<file path="config.mk">
export PLATFORM = sky130hd
export DESIGN_NAME = mii_rx_fcs_check
export DESIGN_NICKNAME = d
export VERILOG_FILES = /design/src/rtl/mii_rx_fcs_check.sv
export SDC_FILE = /design/constraint.sdc
export NUM_CORES = 1
export LEC_CHECK = 0
export CAP_MARGIN = 15
export CORE_MARGIN = 2
export CORE_UTILIZATION = 30
export DETAILED_ROUTE_END_ITERATION = 16
export GPL_ROUTABILITY_DRIVEN = 0
export GPL_TIMING_DRIVEN = 0
export PLACE_DENSITY = 0.47
export RECOVER_POWER = 100
export SETUP_SLACK_MARGIN = 0.4
export SYNTH_ARGS = -nofsm -noshare
export SYNTH_HDL_FRONTEND = slang
export SYNTH_SLANG_ARGS = --single-unit
</file>
<file path="constraint.sdc">
create_clock -name clk -period 1.6 [get_ports clk]
set_input_delay 0.24 -clock clk [delete_from_list [all_inputs] [get_ports clk]]
set_output_delay 0.24 -clock clk [all_outputs]
set_load 0.1 [all_outputs]
</file>
<file path="src/rtl/mii_rx_fcs_check.sv">
// MII receive framer: nibble-to-byte assembly, preamble/SFD
// detection, CRC-32 FCS check and per-frame status reporting.
module mii_rx_fcs_check #(
  parameter int MIN_LEN = 64,
  parameter int MAX_LEN = 1518
) (
  input  logic        clk,
  input  logic        rst_n,
  input  logic        rxdv,
  input  logic [3:0]  rxd,
  input  logic        rxer,
  output logic [7:0]  rx_data,
  output logic        rx_valid,
  output logic        rx_sof,
  output logic        frame_done,
  output logic        frame_good,
  output logic        err_crc,
  output logic        err_align,
  output logic        err_len,
  output logic        err_rxer,
  output logic [10:0] frame_len
);

  typedef enum logic [1:0] {
    IDLE,
    PREAMBLE,
    DATA,
    DROP
  } state_t;

  localparam logic [31:0] POLY    = 32'h04C11DB7;
  localparam logic [31:0] RESIDUE = 32'hC704DD7B;
  localparam logic [10:0] MIN_L   = 11'(MIN_LEN);
  localparam logic [10:0] MAX_L   = 11'(MAX_LEN);
  localparam logic [10:0] CNT_MAX = 11'h7FF;

  state_t      state_q;
  logic [31:0] crc_q;
  logic [31:0] crc_d;
  logic        phase_q;
  logic [3:0]  lo_q;
  logic [10:0] cnt_q;
  logic        rxer_seen_q;
  logic        len_bad;
  logic        crc_bad;

  logic [7:0]  rx_data_q;
  logic        rx_valid_q;
  logic        rx_sof_q;
  logic        frame_done_q;
  logic        frame_good_q;
  logic        err_crc_q;
  logic        err_align_q;
  logic        err_len_q;
  logic        err_rxer_q;
  logic [10:0] frame_len_q;

  // Serial CRC over one nibble, wire-first bit (d[0]) shifted in first.
  function automatic logic [31:0] crc_nib(
    input logic [31:0] c,
    input logic [3:0]  d
  );
    logic [31:0] r;
    r = c;
    for (int i = 0; i < 4; i++) begin
      if (r[31] ^ d[i]) begin
        r = {r[30:0], 1'b0} ^ POLY;
      end else begin
        r = {r[30:0], 1'b0};
      end
    end
    return r;
  endfunction

  // Next CRC value and end-of-frame error terms.
  always_comb begin
    crc_d   = crc_nib(crc_q, rxd);
    crc_bad = (crc_q != RESIDUE);
    len_bad = (cnt_q < MIN_L) || (cnt_q > MAX_L);
  end

  // Receive FSM with registered byte stream and frame status.
  always_ff @(posedge clk) begin
    if (!rst_n) begin
      state_q      <= IDLE;
      crc_q        <= '1;
      phase_q      <= 1'b0;
      lo_q         <= '0;
      cnt_q        <= '0;
      rxer_seen_q  <= 1'b0;
      rx_data_q    <= '0;
      rx_valid_q   <= 1'b0;
      rx_sof_q     <= 1'b0;
      frame_done_q <= 1'b0;
      frame_good_q <= 1'b0;
      err_crc_q    <= 1'b0;
      err_align_q  <= 1'b0;
      err_len_q    <= 1'b0;
      err_rxer_q   <= 1'b0;
      frame_len_q  <= '0;
    end else begin
      rx_valid_q   <= 1'b0;
      rx_sof_q     <= 1'b0;
      frame_done_q <= 1'b0;
      unique case (state_q)
        IDLE: begin
          if (rxdv) begin
            state_q <= (rxd == 4'h5) ? PREAMBLE : DROP;
          end
        end
        PREAMBLE: begin
          if (!rxdv) begin
            state_q <= IDLE;
          end else if (rxd == 4'hD) begin
            state_q     <= DATA;
            crc_q       <= '1;
            phase_q     <= 1'b0;
            cnt_q       <= '0;
            rxer_seen_q <= 1'b0;
          end else if (rxd != 4'h5) begin
            state_q <= DROP;
          end
        end
        DATA: begin
          if (rxdv) begin
            crc_q   <= crc_d;
            phase_q <= ~phase_q;
            if (rxer) begin
              rxer_seen_q <= 1'b1;
            end
            if (!phase_q) begin
              lo_q <= rxd;
            end else begin
              rx_data_q  <= {rxd, lo_q};
              rx_valid_q <= 1'b1;
              rx_sof_q   <= (cnt_q == '0);
              if (cnt_q != CNT_MAX) begin
                cnt_q <= cnt_q + 11'd1;
              end
            end
          end else begin
            state_q      <= IDLE;
            frame_done_q <= 1'b1;
            err_crc_q    <= crc_bad;
            err_align_q  <= phase_q;
            err_len_q    <= len_bad;
            err_rxer_q   <= rxer_seen_q;
            frame_good_q <= ~(crc_bad | phase_q | len_bad | rxer_seen_q);
            frame_len_q  <= cnt_q;
          end
        end
        DROP: begin
          if (!rxdv) begin
            state_q <= IDLE;
          end
        end
        default: state_q <= IDLE;
      endcase
    end
  end

  assign rx_data    = rx_data_q;
  assign rx_valid   = rx_valid_q;
  assign rx_sof     = rx_sof_q;
  assign frame_done = frame_done_q;
  assign frame_good = frame_good_q;
  assign err_crc    = err_crc_q;
  assign err_align  = err_align_q;
  assign err_len    = err_len_q;
  assign err_rxer   = err_rxer_q;
  assign frame_len  = frame_len_q;

endmodule

</file>
==> impl_metrics.toml <==
[timing]
final_hold_viol_count = 0
relSlewSlack_pct = 63.7
finalWorstSetupSlack_ns = 0.0440
fin_crit_ns = 1.56
max_freq_mhz = 643
skew_ns = 0.00597
rsz0062_at_grt = "true"
finalCritPeriodShare_pct = 97.3
tightest_slew_ns = 0.546
setup_violations = 0
slew_violations = 0

[yosys]
ys_async_sr_fraction_pct = 0
synth_warnings = 0
syn_nets = 411
synth.distinct_cells = 56
ys_ff_latch = 78
netlist_area_um2 = 3510
synthCells = 401
seq_area_frac_synth_pct = 44.5
syn_area_per_cell_um2 = 8.76
synth_edf_count = 0
synth_top_flop_cell = "dfxtp_1"

[worst_setup_path]
slowest_stage = "or3b_4"
end_kind = "flip-flop"
cp-start-kind = "flip-flop"
arrival_ns = 1.79
path_cells = "clkbuf_8, and4_1, buf_8, o211ai_1, or3b_4, o211a_1"
required_ns = 1.83
critPathTopFamily = "simple AND/OR/NAND/NOR gates"
slowest_delay_ns = 0.41
crit_type = "reg -> reg"
r2r_slack_ns = 0.04
cp.buffers_inverters = 2
worst-path-max-fanout = 6

[floorplan]
fp.coreArea_um2 = 11400
dieArea_um2 = 12600
die-width_um = 112
floorplan.initialDensity_pct = 30.7
die_height_um = 112
io_pins = 35
num_rows = 39

[grt]
grt_antenna_before_repair = 0
grt_pass1_wl_um = 17900
grt_pass1_vias = 3411
grt.overflow.total = 0
grt_use_total_pct = 18.1
grt_max_degree = 13

[pwr]
combPwrFrac_pct = 16.8
clkPwrFrac_pct = 42.3
fin_total_pwr_uw = 4960
p_seq_share_pct = 40.9
p_int_uw = 3680
cellPowerDensity_nw_per_um2 = 843
power_switching_uw = 1280
swShare_pct = 25.8
p_leak_uw = 0.00232
peakVddDrop_uv = 684

[placed_design]
port_buffers = 32
dpl_cell_area_um2 = 4360
pre_cts_ws_ns = -0.838
hpwl_um = 7010

[clocking]
ctsHoldBuffers = 0
clock-sinks = 78
cts_buffers = 9
cts_max_path_buffers = 2
tritoncts = "yes"
clk_pin_slew_worst_paths_ns = 0.06
clock_latency_ns = 0.35
ctsHtreeMaxLevel = 3
root_buffer = "clkbuf_16"

[cells_and_area]
final_area_um2 = 5880
flow.area_growth_from_synthesis_pct = 67.5
multi_input_area_um2 = 2490
drive_above_1_share_pct = 56.8
antenna_cells = 0
fillers = 1072
final-seq-area_um2 = 1630
final_nets = 538

[drt]
drt-pass1-iter-count = 4
drc_errors = 0
first_iter_violations = 128
ant_nets = 0
wl_per_cell_um = 17.8
dr_total_vias = 3533
wirelength_um = 12000
viasPerCell = 5.23

[worst_hold_path]
worstHoldPathType = "in -> reg"

[job]
cap_violations = 0

[outcome]
outcome = "finished, final reports clean"
metrics by stage:
stage	hold slack, ns	setup TNS (ns)	utilization [%]	cells
after detailed placement	0.442	-38.49	38.2	576
after global placement	0.440	-39.64	38.2	576
after floorplan	0.375	0	-	401
after CTS	0.133	0	48.2	646
after global routing	0.156	0	51.5	676
final	0.156	0	51.5	676
power by group through the flow:
| stage | clock [uW] | combinational [uW] | sequential [uW] |
|---|---|---|---|
| final | 2100 | 833 | 2030 |
| after global routing | 2230 | 880 | 2030 |
| after CTS | 2140 | 710 | 2020 |
| after detailed placement | 0 | 532 | 2070 |
| after global placement | 0 | 531 | 2070 |
| after floorplan | 0 | 373 | 2090 |
sequential cells by signal, indices dropped and copies added (netlist names), 2 cells and up:
signal     flops
cnt_q         11
lo_q           4
crc_q         32
state_q        2
frame_len     11
rx_data        8
final cells by class:
type | instances | share of cell area (%)
repair buffers | 116 | 15.7
clock buffers | 12 | 4.36
multi-input cells | 290 | 42.3
well taps | 143 | 3.04
flip-flops and latches | 78 | 27.8
plain buffers | 27 | 5.60
clock inverters | 4 | 0.766
inverters | 6 | 0.383
worst register-to-register path: cells and delay by family, from the launching register on:
family / cells / cell delay, ns
AO/OA/AOI/OAI: 2 / 0.30
buffers and inverters: 2 / 0.27
flip-flops: 1 / 0.30
AND/OR/NAND/NOR: 2 / 0.57
layout by cell type, fill, tap and decap left out, types with 4 or more instances in the layout:
cell	count
nor2_4	11
o22ai_1	7
inv_1	5
xor2_1	7
xnor2_1	16
nor2_1	13
xnor2_4	5
nand2_2	11
nand4_1	8
clkbuf_8	7
dfxtp_4	7
buf_12	4
a21oi_1	25
clkbuf_2	36
nor2_2	5
nand2_1	53
dfxtp_2	36
nand3_1	10
o22ai_2	7
buf_4	53
a21oi_2	19
clkbuf_4	6
nand2_4	5
clkbuf_16	12
dfxtp_1	35
buf_6	18
buf_8	9
o21ai_2	7
routing by layer:
| metal | vias up | global-route usage (%) | part of all wire (%) |
|---|---|---|---|
| li1 | 1683 | - | - |
| met1 | 1744 | 23.0 | 44 |
| met2 | 82 | 29.4 | 49 |
| met3 | 24 | 4.91 | 4.1 |
| met4 | 0 | 7.15 | 2.8 |
| met5 | - | 0 | 0 |
Yosys cell counts, drive strengths merged (4+ instances only):
master,number,area [um2]
dfxtp,78,1560
a21oi,44,220
nor3,5,25.0
nor2,29,109
nand4,8,50.1
clkbuf,25,95.1
nand3,13,65.1
inv,6,22.5
a31oi,5,31.3
xor2,11,123
o22ai,14,87.6
xnor2,22,223
o21ai,8,40.0
and4,4,35.0
o31ai,4,30.0
nand2,69,259
what timing repair did:
action,4_1_cts,5_1_grt
pin swaps,33,39
resized for setup,278,140
endpoints found under the setup margin,104,87
cloned,3,2
buffers inserted,51,28
path summary, 6_finish.rpt:
check / cells after the start / startpoint / endpoint
worst max register to register: 6 / cnt_q[5] / err_len
worst max-delay path: 6 / cnt_q[5] / err_len
worst min-delay path: 2 / rxd[3] / state_q[0]
worst min register to register: 2 / frame_len[8] / frame_len[8]
logic make-up (layout without fill, tap and decap cells):
group           after synthesis  after routing  synth area share, %
flops                        78             78                 44.5
buf+inv                      33            165                 3.63
mux                           1              1                0.285
xor+xnor                     37             37                 12.4
compound gates               94             94                 16.6
fa+ha+maj                     2              2                0.713
simple gates                156            156                 21.9
(Power assumes the default switching activity.)
